<file path="src/rtl/clk_seq_ctrl.sv">
// clk_seq_ctrl: lock-qualified reset sequencer with CPU clock-enable and display-scan tick.
// Define CLK_SEQ_STEP_EN to add single-step CPU control via run_mode/step_req.
module clk_seq_ctrl #(
    parameter int SETTLE_CYC = 1024,
    parameter int PERIPH_GAP = 16,
    parameter int DIV_CPU    = 4,
    parameter int SCAN_DIV   = 200000
) (
    input  logic       clk,
    input  logic       rst_n,
    input  logic       locked,
    input  logic       run_mode,
    input  logic       step_req,
    output logic       periph_rst,
    output logic       cpu_rst,
    output logic       cpu_ce,
    output logic       scan_ce,
    output logic [1:0] seq_state,
    output logic       ready
);
    localparam int CMAX = SETTLE_CYC > PERIPH_GAP ? SETTLE_CYC : PERIPH_GAP;
    localparam int CW = $clog2(CMAX + 1);
    localparam int DW = $clog2(DIV_CPU + 1);
    localparam int SW = $clog2(SCAN_DIV + 1);
    localparam logic [CW-1:0] SETTLE_LAST = CW'(SETTLE_CYC - 1);
    localparam logic [CW-1:0] GAP_LAST = CW'(PERIPH_GAP - 1);
    localparam logic [DW-1:0] DIV_LAST = DW'(DIV_CPU - 1);
    localparam logic [SW-1:0] SCAN_LAST = SW'(SCAN_DIV - 1);

    typedef enum logic [1:0] {WAIT_LOCK = 2'd0, SETTLE = 2'd1, REL_PERIPH = 2'd2, RUN = 2'd3} state_t;

    state_t        st, nxt;
    logic          lk_m, lk_s;
    logic [CW-1:0] cnt, cnt_nxt;
    logic [DW-1:0] dcnt;
    logic [SW-1:0] scnt;
    logic          run_nxt, live_nxt, div_hit, div_clr, ce_nxt;

    always_ff @(posedge clk or negedge rst_n)
        if (!rst_n) {lk_s, lk_m} <= 2'b00;
        else {lk_s, lk_m} <= {lk_m, locked};

    // Loss of lock overrides every other transition and clears the phase counter.
    always_comb begin
        nxt = st;
        cnt_nxt = '0;
        if (!lk_s) nxt = WAIT_LOCK;
        else
            case (st)
                WAIT_LOCK:  nxt = SETTLE;
                SETTLE:     if (cnt == SETTLE_LAST) nxt = REL_PERIPH; else cnt_nxt = cnt + 1'b1;
                REL_PERIPH: if (cnt == GAP_LAST) nxt = RUN; else cnt_nxt = cnt + 1'b1;
                default:    nxt = RUN;
            endcase
    end

    assign run_nxt  = nxt == RUN;
    assign live_nxt = nxt == REL_PERIPH || nxt == RUN;
    assign div_hit  = dcnt == DIV_LAST;

`ifdef CLK_SEQ_STEP_EN
    logic rm_q, st_q, mode_chg;
    always_ff @(posedge clk or negedge rst_n)
        if (!rst_n) {rm_q, st_q} <= 2'b00;
        else {rm_q, st_q} <= {run_mode, step_req};
    assign mode_chg = run_mode != rm_q;
    assign div_clr  = mode_chg;
    assign ce_nxt   = !mode_chg && (run_mode ? div_hit : step_req && !st_q);
`else
    logic unused_step;
    assign unused_step = ^{run_mode, step_req};
    assign div_clr = 1'b0;
    assign ce_nxt  = div_hit;
`endif

    // Outputs are registered from the next state so they align with seq_state.
    always_ff @(posedge clk or negedge rst_n) begin
        if (!rst_n) begin
            st         <= WAIT_LOCK;
            cnt        <= '0;
            dcnt       <= '0;
            scnt       <= '0;
            periph_rst <= 1'b1;
            cpu_rst    <= 1'b1;
            ready      <= 1'b0;
            cpu_ce     <= 1'b0;
            scan_ce    <= 1'b0;
        end else begin
            st         <= nxt;
            cnt        <= cnt_nxt;
            periph_rst <= !live_nxt;
            cpu_rst    <= !run_nxt;
            ready      <= run_nxt;
            dcnt       <= (!run_nxt || div_clr || div_hit) ? '0 : dcnt + 1'b1;
            cpu_ce     <= run_nxt && ce_nxt;
            scnt       <= (!live_nxt || scnt == SCAN_LAST) ? '0 : scnt + 1'b1;
            scan_ce    <= live_nxt && scnt == SCAN_LAST;
        end
    end

    assign seq_state = st;
endmodule

</file>
<file path="config.mk">
export PLATFORM = sky130hd
export DESIGN_NAME = clk_seq_ctrl
export DESIGN_NICKNAME = d
export VERILOG_FILES = /design/src/rtl/clk_seq_ctrl.sv
export SDC_FILE = /design/constraint.sdc
export NUM_CORES = 1
export LEC_CHECK = 0
export ABC_AREA = 1
export BUFFER_PORTS_ARGS = -buffer_cell sky130_fd_sc_hd__buf_2
export CAP_MARGIN = 10
export CORE_MARGIN = 4
export CORE_UTILIZATION = 30
export DETAILED_ROUTE_END_ITERATION = 12
export PLACE_DENSITY_LB_ADDON = 0.2
export SETUP_SLACK_MARGIN = 0.05
export SYNTH_ARGS = -nofsm -noshare
export SYNTH_HDL_FRONTEND = slang
export SYNTH_SLANG_ARGS = --single-unit
</file>
<file path="constraint.sdc">
create_clock -name clk -period 2.15 [get_ports clk]
set_input_delay 0 -clock clk [delete_from_list [all_inputs] [get_ports clk]]
set_output_delay 0 -clock clk [all_outputs]
set_load 0.005 [all_outputs]
</file>
==> metrics.md <==
| Metric | Value |
|---|---|
| Status | `finished, final reports clean` |
| Pins over their slew limit | `0` |
| DRC | `0` |
| Register-to-register setup slack | `0.27 ns` |
| Peak supply drop | `0.221 mV` |
| Setup crit end kind | `register` |
| Worst-Skew Late Latency | `0.29 ns` |
| Sequential-to-total area share from yosys stat | `50.1%` |
| Initial drt markers | `42` |
| Routed wire per std cell | `11.0 um` |
| CP Max Fanout | `18` |
| Worst EP required | `2.32 ns` |
| Max Clk Rate | `0.533 GHz` |
| NetSw | `0.000303 W` |
| Fin Hold WS | `0.353 ns` |
| Die area | `0.00823 mm2` |
| Most common cell after layout, fill and taps aside | `dfrtp_1` |
| CTS Buffer Depth | `2` |
| CP cell instances | `ha_1 > nand2_1 > nor2_2 > nand2_1 > nor2_4 > nand4_1 > nand2_4 > nor2_1` |
| Worst Hold Class | `input pin to register` |
| Share of layout cells above drive strength 1 | `16.3%` |
| Largest net degree at the start of global routing | `42` |
| Die width | `90.7 um` |
| Most used cell, CP | `nand2_1` |
| Drt first pass iters | `4` |
| CTS tree | `built` |
| Worst-margin pin slew | `0.897 ns` |
| Clk slew on worst S/H paths | `0.08 ns` |
| Rows | `29` |
| Final nets | `257` |
| Die height | `90.7 um` |
| PortBufs | `9` |
| Int Pwr | `0.00116 W` |
| Met1 usage | `12.6%` |
| Seq pwr share | `53.1%` |
| Min Tclk post-route | `1.88 ns` |
| Critical Path Source Type | `register` |
| Hpwl dp | `2430 um` |
| Vias per inst | `4.47` |
| Total power draw | `0.00147 W` |
| Buf/Inv on CP | `0` |
| Core area | `0.00649 mm2` |
| Area delta synth->final | `12.7%` |
| Post_cts resized | `0` |
| DR vias | `1,438` |
| Final Util | `35.6%` |
| Combinational share of power | `2.5%` |
| Clk sinks | `41` |
| Lkg Pwr | `0.977 nW` |
| I/O Pins | `12` |
| Grt total ovfl | `0` |
| Routing usage on met2 | `15.0%` |
| Syn Nets | `240` |
| Flops & latches, synth | `41` |
| Post-route ant nets | `0` |
| Initial antenna violation count | `0` |
| Final wirelength | `3530 um` |
| Cell family with most CP delay | `simple AND/OR/NAND/NOR gates` |
| Slew headroom | `40.2%` |
| Commonest cells after routing, fill and taps aside | `39 x dfrtp_1, 37 x nor2_1, 37 x nand2_1` |
| PD cells | `633 mW/mm2` |
| Clock Power Share | `44.4%` |
| GRT Overall Usage | `9.60%` |
| Busiest layer in global routing | `met2` |
| CP peak stage delay | `0.44 ns` |
| Post-synthesis cell count | `227` |
| Kind of critical path | `register to register` |
| Period utilization | `87.3%` |
| CTS Buf Count | `5` |
| Post-Syn Area | `0.00205 mm2` |
| N_diodes | `0` |
| Worst Clk Skew | `0.00929 ns` |
| Max-cap violation count | `0` |
| H-tree depth | `2` |
| Crit path max-delay cell type | `dfrtp_1` |
| Vias in the first global route | `1,435` |
| Met3 usage | `3.00%` |
| Root buffer cell | `clkbuf_8` |
| Sw Ratio | `20.7%` |
| Synth cell types | `24` |
| Final setup vio count | `0` |
| Global-route wire length before repair | `6490 um` |
| Warning count from the yosys run | `0` |
| Final Hold Fails | `0` |
| Setup TNS | `0 ns` |
| Data arrival, critical path | `2.05 ns` |
| Number of fill cells | `671` |
| Syn Area/Cell | `9.05 um2` |
| GPL Wtd Cong | `0.783` |
| RSZ-0062 raised after global routing | `no` |
| Initial Utilization | `31.6%` |
[Yosys cell counts (all sizes together)]
cell type,instances,area (um2)
dfrtp,39,976
o21ai,3,15.0
nor2,51,246
dfstp,2,52.6
nor3,14,70.1
ha,8,100
a21oi,3,26.3
xor2,12,105
o21bai,1,7.51
nand3,11,60.1
nand2,42,175
o211ai,1,7.51
inv,25,93.8
o22ai,1,6.26
nor4,1,6.26
buf,1,20.0
nand4,8,50.1
xnor2,4,35.0
[per-layer routing]
metal	up-vias	share of wire [%]	wire (um)
li1	760	-	-
met4	0	1.0	36
met1	658	50	1750
met5	-	0	0
met3	6	3.3	118
met2	14	46	1630
[registers in the layout (all words and copies together), names as in the netlist]
name,cells
cpu_ce,1
scnt,18
ready,1
periph_rst,1
lk_m,1
lk_s,1
scan_ce,1
cpu_rst,1
seq_state,2
cnt,11
dcnt,3
[kinds of logic after synthesis]
group,share of synthesized area [%]
AND/OR/NAND/NOR,29.6
flip-flops,50.1
XOR/XNOR,6.82
buffers and inverters,5.55
AO/OA/AOI/OAI,3.05
adder cells (fa/ha/maj),4.88
[final timing paths]
kind                         start  endpoint  cells past startpoint
max in group asynchronous    rst_n   scnt[5]                      2
min in group asynchronous    rst_n    cnt[2]                      2
max                        scnt[0]  scnt[17]                      8
max reg2reg                scnt[0]  scnt[17]                      8
min                         locked      lk_m                      2
min reg2reg                   lk_m      lk_s                      0
[through the flow]
step	cells	setup slack [ns]	area, um2
detailed placement	312	0.233	2170
global placement	312	0.254	2170
finish	322	0.272	2310
CTS	322	0.236	2310
floorplan	227	0.506	2050
global route	322	0.109	2310
[area by class of cell]
type	count	area (um2)	share of cell area, %
timing repair buffer	11	65.1	2.81
clock inverter	2	37.5	1.62
inverter	25	93.8	4.05
sequential	41	1030	44.4
clock buffer	6	82.6	3.57
multi-input combinational	160	911	39.4
tap	77	96.3	4.16
[worst reg2reg max path, cell delays in order (launching register included)]
cell and delay, ns:
dfrtp_1 0.44, ha_1 0.21, nand2_1 0.09, nor2_2 0.16, nand2_1 0.13, nor2_4 0.15
nand4_1 0.19, nand2_4 0.31, nor2_1 0.09
[what timing repair did]
action	CTS	global route
setup buffers	0	0
hold buffers	2	0
endpoints found under the hold margin	40	0
[power groups by stage]
stage | Sequential [W] | Combinational, W | Clock (W)
2_1_floorplan | 0.000793 | 0.0000143 | 0
3_3_place_gp | 0.000793 | 0.0000362 | 0
3_5_place_dp | 0.000793 | 0.0000366 | 0
4_1_cts | 0.000778 | 0.0000396 | 0.000676
5_1_grt | 0.000779 | 0.0000452 | 0.000717
6_report | 0.000778 | 0.0000373 | 0.000651
Note: power is estimated with default switching activity, not from simulation.
